[config.mk]
export PLATFORM = sky130hd
export DESIGN_NAME = onehot_sequencer_flat
export DESIGN_NICKNAME = d
export VERILOG_FILES = /design/src/rtl/onehot_pkg.sv /design/src/rtl/onehot_sequencer_if.sv /design/src/rtl/onehot_prescaler.sv /design/src/rtl/onehot_sequencer.sv /design/src/flat_wrapper.sv
export SDC_FILE = /design/constraint.sdc
export NUM_CORES = 1
export LEC_CHECK = 0
export CAP_MARGIN = 15
export CORE_UTILIZATION = 49
export CTS_CLUSTER_DIAMETER = 200
export CTS_CLUSTER_SIZE = 40
export DETAILED_ROUTE_END_ITERATION = 6
export PLACE_DENSITY = 0.77
export SLEW_MARGIN = 20
export SYNTH_ARGS = -nofsm -noshare
export SYNTH_HDL_FRONTEND = slang
export SYNTH_SLANG_ARGS = --single-unit
[constraint.sdc]
create_clock -name clk -period 2.25 [get_ports clk]
set_input_delay 0.225 -clock clk [delete_from_list [all_inputs] [get_ports clk]]
set_output_delay 0.225 -clock clk [all_outputs]
set_load 0.02 [all_outputs]
[src/rtl/onehot_pkg.sv]
`default_nettype none
// ============================================================================
//  Module   : onehot_pkg
//  Purpose  : Shared types for the one-hot sequencer: stepping modes and
//             bounce direction.
//  Revision : 1.0  initial release
// ============================================================================
package onehot_pkg;

    // Stepping behaviour applied on each prescaler tick
    typedef enum logic [1:0] {
        MODE_HOLD   = 2'b00,
        MODE_ROT_L  = 2'b01,
        MODE_ROT_R  = 2'b10,
        MODE_BOUNCE = 2'b11
    } mode_t;

    // Travel direction remembered between ticks (used by BOUNCE)
    typedef enum logic {
        DIR_UP = 1'b0,
        DIR_DN = 1'b1
    } dir_t;

endpackage : onehot_pkg
`default_nettype wire

[src/rtl/onehot_sequencer_if.sv]
`default_nettype none
// ============================================================================
//  Module   : onehot_sequencer_if
//  Purpose  : Control and display bundle between the switch/control side
//             (master) and the one-hot sequencer (slave).
//  Revision : 1.0  initial release
// ============================================================================
interface onehot_sequencer_if
    import onehot_pkg::*;
#(
    parameter int SEL_W = 3,
    parameter int DIV_W = 8
) ();

    logic                    en_i;
    mode_t                   mode_i;
    logic [DIV_W-1:0]        div_i;
    logic                    load_i;
    logic [SEL_W-1:0]        sel_i;
    logic [(1<<SEL_W)-1:0]   onehot_o;
    logic [SEL_W-1:0]        idx_o;
    logic                    wrap_o;

    // Control side: drives configuration, observes the LED vector
    modport master (
        output en_i, mode_i, div_i, load_i, sel_i,
        input  onehot_o, idx_o, wrap_o
    );

    // Sequencer side
    modport slave (
        input  en_i, mode_i, div_i, load_i, sel_i,
        output onehot_o, idx_o, wrap_o
    );

endinterface : onehot_sequencer_if
`default_nettype wire

[src/rtl/onehot_prescaler.sv]
`default_nettype none
// ============================================================================
//  Module   : onehot_prescaler
//  Purpose  : Programmable rate divider. Produces a one-cycle tick every
//             div_i+1 enabled cycles; clr_i restarts the count.
//  Revision : 1.0  initial release
// ============================================================================
module onehot_prescaler #(
    parameter int DIV_W = 8
) (
    input  wire logic             clk,
    input  wire logic             rst,
    input  wire logic             en_i,
    input  wire logic             clr_i,
    input  wire logic [DIV_W-1:0] div_i,
    output logic                  tick_o
);

    logic [DIV_W-1:0] cnt_q;
    logic [DIV_W-1:0] cnt_d;

    // The compare always uses the live div value. If div drops below the
    // current count there is no early tick: the counter runs on and wraps
    // through zero before it can match again.
    assign tick_o = en_i & ~clr_i & (cnt_q == div_i);

    // Next count: clear wins, then tick restart, then increment, else hold
    always_comb begin
        cnt_d = cnt_q;
        if (clr_i) begin
            cnt_d = '0;
        end else if (en_i) begin
            if (tick_o) begin
                cnt_d = '0;
            end else begin
                cnt_d = cnt_q + DIV_W'(1);
            end
        end
    end

    // Count register
    always_ff @(posedge clk or posedge rst) begin
        if (rst) begin
            cnt_q <= '0;
        end else begin
            cnt_q <= cnt_d;
        end
    end

endmodule : onehot_prescaler
`default_nettype wire

[src/rtl/onehot_sequencer.sv]
`default_nettype none
// ============================================================================
//  Module   : onehot_sequencer
//  Purpose  : Registered N = 2**SEL_W one-hot driver. The hot position is
//             loaded from a binary select or stepped (rotate left/right,
//             bounce) at a prescaled rate. Also exports the binary index and
//             a one-cycle wrap/reversal pulse.
//  Revision : 1.0  initial release
// ============================================================================
module onehot_sequencer
    import onehot_pkg::*;
#(
    parameter int SEL_W = 3,
    parameter int DIV_W = 8
) (
    input  wire logic          clk,
    input  wire logic          rst,
    onehot_sequencer_if.slave  bus
);

    localparam int              c_N        = 1 << SEL_W;
    localparam logic [SEL_W-1:0] c_IDX_LAST = SEL_W'(c_N - 1);
    localparam logic [c_N-1:0]   c_ONE      = c_N'(1);

    logic [SEL_W-1:0] idx_q,    idx_d;
    dir_t             dir_q,    dir_d;
    logic             wrap_q,   wrap_d;
    logic [c_N-1:0]   onehot_q, onehot_d;
    logic             w_tick;

    // Rate divider; a load restarts the step period
    onehot_prescaler #(
        .DIV_W (DIV_W)
    ) u_prescaler (
        .clk    (clk),
        .rst    (rst),
        .en_i   (bus.en_i),
        .clr_i  (bus.load_i),
        .div_i  (bus.div_i),
        .tick_o (w_tick)
    );

    // Next position/direction/wrap: load beats a tick step; mode only matters on a tick
    always_comb begin
        idx_d  = idx_q;
        dir_d  = dir_q;
        wrap_d = 1'b0;
        if (bus.load_i) begin
            idx_d = bus.sel_i;
        end else if (w_tick) begin
            case (bus.mode_i)
                MODE_ROT_L: begin
                    idx_d  = idx_q + SEL_W'(1);
                    dir_d  = DIR_UP;
                    wrap_d = (idx_q == c_IDX_LAST);
                end
                MODE_ROT_R: begin
                    idx_d  = idx_q - SEL_W'(1);
                    dir_d  = DIR_DN;
                    wrap_d = (idx_q == '0);
                end
                MODE_BOUNCE: begin
                    // Reversal happens at the ends instead of wrapping around
                    if (dir_q == DIR_UP) begin
                        if (idx_q != c_IDX_LAST) begin
                            idx_d = idx_q + SEL_W'(1);
                        end else begin
                            idx_d  = idx_q - SEL_W'(1);
                            dir_d  = DIR_DN;
                            wrap_d = 1'b1;
                        end
                    end else begin
                        if (idx_q != '0) begin
                            idx_d = idx_q - SEL_W'(1);
                        end else begin
                            idx_d  = idx_q + SEL_W'(1);
                            dir_d  = DIR_UP;
                            wrap_d = 1'b1;
                        end
                    end
                end
                default: begin
                    idx_d = idx_q;
                end
            endcase
        end
        // Decode from the next index so the vector moves on the same edge as idx
        onehot_d = c_ONE << idx_d;
    end

    // State registers; onehot resets to bit 0 so exactly one bit is always set
    always_ff @(posedge clk or posedge rst) begin
        if (rst) begin
            idx_q    <= '0;
            dir_q    <= DIR_UP;
            wrap_q   <= 1'b0;
            onehot_q <= c_ONE;
        end else begin
            idx_q    <= idx_d;
            dir_q    <= dir_d;
            wrap_q   <= wrap_d;
            onehot_q <= onehot_d;
        end
    end

    assign bus.onehot_o = onehot_q;
    assign bus.idx_o    = idx_q;
    assign bus.wrap_o   = wrap_q;

endmodule : onehot_sequencer
`default_nettype wire
[src/flat_wrapper.sv]
// flat-port wrapper written by rule: the top's interface ports become plain ports
module onehot_sequencer_flat import onehot_pkg::*;
#(
    parameter int SEL_W = 3,
    parameter int DIV_W = 8
)
  (clk, rst, bus_en_i, bus_mode_i, bus_div_i, bus_load_i, bus_sel_i, bus_onehot_o, bus_idx_o, bus_wrap_o);
  onehot_sequencer_if #(.SEL_W(SEL_W), .DIV_W(DIV_W)) bus_i ();
  input  wire logic clk;
  input  wire logic rst;
  input wire logic [$bits(bus_i.en_i)-1:0] bus_en_i;
  input wire logic [$bits(bus_i.mode_i)-1:0] bus_mode_i;
  input wire logic [$bits(bus_i.div_i)-1:0] bus_div_i;
  input wire logic [$bits(bus_i.load_i)-1:0] bus_load_i;
  input wire logic [$bits(bus_i.sel_i)-1:0] bus_sel_i;
  output wire logic [$bits(bus_i.onehot_o)-1:0] bus_onehot_o;
  output wire logic [$bits(bus_i.idx_o)-1:0] bus_idx_o;
  output wire logic [$bits(bus_i.wrap_o)-1:0] bus_wrap_o;
  assign bus_i.en_i = bus_en_i;
  assign bus_i.mode_i = bus_mode_i;
  assign bus_i.div_i = bus_div_i;
  assign bus_i.load_i = bus_load_i;
  assign bus_i.sel_i = bus_sel_i;
  assign bus_onehot_o = bus_i.onehot_o;
  assign bus_idx_o = bus_i.idx_o;
  assign bus_wrap_o = bus_i.wrap_o;
  onehot_sequencer #(.SEL_W(SEL_W), .DIV_W(DIV_W)) u_core (.clk(clk), .rst(rst), .bus(bus_i));
endmodule
==> summary.md <==
| Metric | Value |
|---|---|
| Sink count of the clock tree | `21` |
| Number of distinct library cell variants in the gate-level netlist after synthesis | `36` |
| Fraction of the mapped netlist area in compound gates | `15.2%` |
| Crit start category | `register` |
| Number of endpoints with negative hold slack in the final report | `0` |
| Final Net Count | `172` |
| Std-Cell Core Area | `2320 µm²` |
| DIE WIDTH | `52.5 µm` |
| Cell Chain, Critical Path | `inv_1 -> ha_1 -> and3b_1 -> o21a_1 -> a22o_1 -> a221o_2 -> nand2b_4 -> nor2_1` |
| Critical Path Slowest Stage Cell | `sky130_fd_sc_hd__dfrtp_2` |
| Iter 0 DRT Violations | `8` |
| Type of the most critical hold path | `in2async` |
| First-pass GRT wire length | `4060 µm` |
| Longest Clk Path Bufs | `2` |
| Cell count after synthesis | `116` |
| Source of the worst register-to-register timing path | `u_core.bus.idx_o[0]` |
| Internal power | `0.565 mW` |
| Growth of design area from synthesis to finish | `27.7%` |
| Share of the synthesized netlist area taken by xor and xnor gates | `8.80%` |
| Effective utilization at floorplan | `54.0%` |
| Power per unit of standard cell area | `500 nW/µm²` |
| DIE HEIGHT | `52.5 µm` |
| PortBufs | `28` |
| Largest incremental delay on the critical path | `440 ps` |
| Antenna violation net count after detailed routing | `0` |
| RSZ-0062 raised after global routing | `no` |
| Transition at the pin with the smallest max-transition slack | `810 ps` |
| Net switching component of the power | `0.234 mW` |
| Share of synthesized cell area in and, or, nand and nor gates | `21.1%` |
| Critical Path Start | `u_core.bus.idx_o[0]` |
| Number of setup violations in the final report | `0` |
| Number of buffers inserted during clock tree synthesis | `3` |
| Remaining global-route overflow | `0` |
| Syn_area_per_cell | `10.8 µm²` |
| DRC | `0` |
| Data arrival time at the worst-slack endpoint | `2340 ps` |
| Total Neg Setup Slack | `0 ps` |
| Category of the worst setup path capture point | `register` |
| Via count of the first global-routing pass | `957` |
| Worst slew margin relative to its limit | `45.9%` |
| Total number of vias | `968` |
| Mapped Nets | `138` |
| Total track usage | `20.1%` |
| Largest net degree at the start of global routing | `22` |
| CTS tree | `done` |
| YS warnings | `0` |
| Leak | `0.720 nW` |
| Multiplexer share of the synthesized area | `3.40%` |
| Total standard cell area after synthesis | `1250 µm²` |
| Part of the total power dissipated in the clock network | `22.8%` |
| VDD IR max | `0.000415 V` |
| Synth async-reset ratio | `100%` |
| First-pass DRT Iterations | `4` |
| Initial antenna violation count | `0` |
| Dominant combinational cell family by area after synthesis | `simple AND/OR/NAND/NOR gates` |
| Drt wl/cell | `13.6 µm` |
| Sequential group share of total power | `51.5%` |
| Clock transition at the register clock pins on the worst setup and hold paths after CTS | `120 ps` |
| Result of the run | `finished, final reports clean` |
| Combinational share of power | `25.7%` |
| Setup Skew | `7.65 ps` |
| Most frequent standard cell in the layout excluding fill and tap cells | `sky130_fd_sc_hd__clkdlybuf4s50_1` |
| Clock latency on the worst-skew pair | `310 ps` |
| Placer's final routability congestion estimate | `0.812` |
| Fraction of the yosys area taken by sequential cells | `42.1%` |
| Critical path start-end classification | `reg2reg` |
| Detailed-route wire length | `2420 µm` |
| Count of flip-flops with a built-in enable after synthesis | `0` |
| Master cell of the clock root buffer | `sky130_fd_sc_hd__clkbuf_4` |
| Total of flip-flops plus latches after synthesis | `21` |
| Antenna diodes | `0` |
| Depth of the CTS H-tree | `1` |
| Total of hold buffers inserted after clock tree synthesis | `0` |
| Detailed-placement wirelength estimate | `1890 µm` |
| Maximum net fanout on the critical path | `6` |
| Count of pins over their slew limit | `0` |
| Adder-cell area share of the yosys netlist | `5.00%` |
| Top library cells by usage in the layout, fill and taps aside | `28 x sky130_fd_sc_hd__clkdlybuf4s50_1, 19 x sky130_fd_sc_hd__dfrtp_1, 12 x sky130_fd_sc_hd__nor2_1` |
| Worst slack on hold paths | `362 ps` |
| Ratio of cells with drive above 1 in the final layout | `19.5%` |
| Fill cell instance count of the final layout | `190` |
| Minimum clock period after layout | `2090 ps` |
| Max capacitance violation total | `0` |
| Io pins | `29` |
| Fraction of power spent switching nets | `29.3%` |
| Buffers and inverters on the worst path | `1` |
| Number of vias per cell | `5.47` |
| DIE AREA | `2760 µm²` |
| Top FF cell, synth | `sky130_fd_sc_hd__dfrtp_1` |
| Standard-cell row count | `17` |
| Period utilisation layout | `92.9%` |
| Upper clock frequency limit | `479 MHz` |
| Crit path max-delay family | `compound AO/OA/AOI/OAI gates` |
| CP required | `2500 ps` |
sequential cells by signal, indices dropped and copies added, names as in the netlist:
signal and flops:
u_core.bus.idx_o 3, u_core.bus.onehot_o 8, u_core.bus.wrap_o 1, u_core.dir_q 1
u_core.u_prescaler.cnt_q 8
per-stage QoR:
stage / total power, mW / utilization (%) / area, µm² / std cells / setup WS, ps
final: 0.799 / 68.9 / 1600 / 177 / 160
after global placement: 0.614 / 66.9 / 1550 / 171 / 56.2
after global routing: 0.848 / 68.9 / 1600 / 177 / 13.1
after detailed placement: 0.620 / 66.9 / 1550 / 171 / 24.2
after CTS: 0.807 / 68.2 / 1580 / 175 / 54.4
after floorplan: 0.535 / - / 1250 / 116 / 165
timing repair:
item	4_1_cts	5_1_grt
gates resized for setup	0	2
endpoints found under the setup margin	0	7
buffers inserted	0	2
path summary, 6_finish.rpt:
kind / cells after the start / slack (ps) / endpoint
min in group clk: 1 / 520 / u_core.u_prescaler.cnt_q[7]
min reg2reg: 1 / 520 / u_core.u_prescaler.cnt_q[7]
max in group asynchronous: 2 / 1340 / u_core.bus.idx_o[0]
max: 8 / 160 / u_core.bus.onehot_o[3]
min: 2 / 360 / u_core.bus.onehot_o[5]
max reg2reg: 8 / 160 / u_core.bus.onehot_o[3]
power groups by stage:
| stage | Combinational (mW) | Sequential, mW | Clock, mW |
|---|---|---|---|
| floorplan | 0.0979 | 0.437 | 0 |
| global placement | 0.197 | 0.418 | 0 |
| detailed placement | 0.201 | 0.419 | 0 |
| CTS | 0.203 | 0.411 | 0.193 |
| global route | 0.223 | 0.414 | 0.211 |
| finish | 0.205 | 0.412 | 0.182 |
area by class of cell:
| type | instances | area, µm² | area share [%] |
|---|---|---|---|
| sequential | 21 | 528 | 33.0 |
| clock inverter | 1 | 7.51 | 0.470 |
| inverter | 8 | 32.5 | 2.04 |
| multi-input combinational | 85 | 669 | 41.9 |
| tap | 28 | 35.0 | 2.19 |
| clock buffer | 3 | 22.5 | 1.41 |
| timing repair buffer | 31 | 303 | 19.0 |
kinds of logic (layout without fill, tap and decap cells):
| group | after synthesis | after routing |
|---|---|---|
| XOR/XNOR | 10 | 10 |
| adder cells (fa/ha/maj) | 5 | 5 |
| AO/OA/AOI/OAI | 26 | 26 |
| buffers and inverters | 10 | 43 |
| AND/OR/NAND/NOR | 41 | 41 |
| flip-flops | 21 | 21 |
| multiplexers | 3 | 3 |
Yosys cell counts, types with 2 or more instances:
cell	count	area, µm²
sky130_fd_sc_hd__inv_1	7	26.3
sky130_fd_sc_hd__and3_1	5	31.3
sky130_fd_sc_hd__xor2_2	3	48.8
sky130_fd_sc_hd__nand3_1	2	10.0
sky130_fd_sc_hd__nor3_1	2	10.0
sky130_fd_sc_hd__nand2_1	8	30.0
sky130_fd_sc_hd__ha_1	5	62.6
sky130_fd_sc_hd__mux2i_1	2	20.0
sky130_fd_sc_hd__a22o_1	2	17.5
sky130_fd_sc_hd__o21ai_0	12	60.1
sky130_fd_sc_hd__xor2_1	7	61.3
sky130_fd_sc_hd__nand2b_4	2	27.5
sky130_fd_sc_hd__a21oi_1	3	15.0
sky130_fd_sc_hd__nor3_2	3	30.0
sky130_fd_sc_hd__nor2_1	12	45.0
sky130_fd_sc_hd__buf_6	2	22.5
sky130_fd_sc_hd__dfrtp_1	20	500
routing by layer:
metal  share of wire, %  vias to the layer above  global-route usage [%]  routed length, µm
li1                   -                      467                       -                  -
met1                 47                      477                    26.0               1140
met2                 49                       20                    35.0               1180
met3                3.4                        4                    2.03                 83
met4               0.87                        0                    6.58                 21
met5                  0                        -                       0                  0
Note: power is estimated with default switching activity, not from simulation.
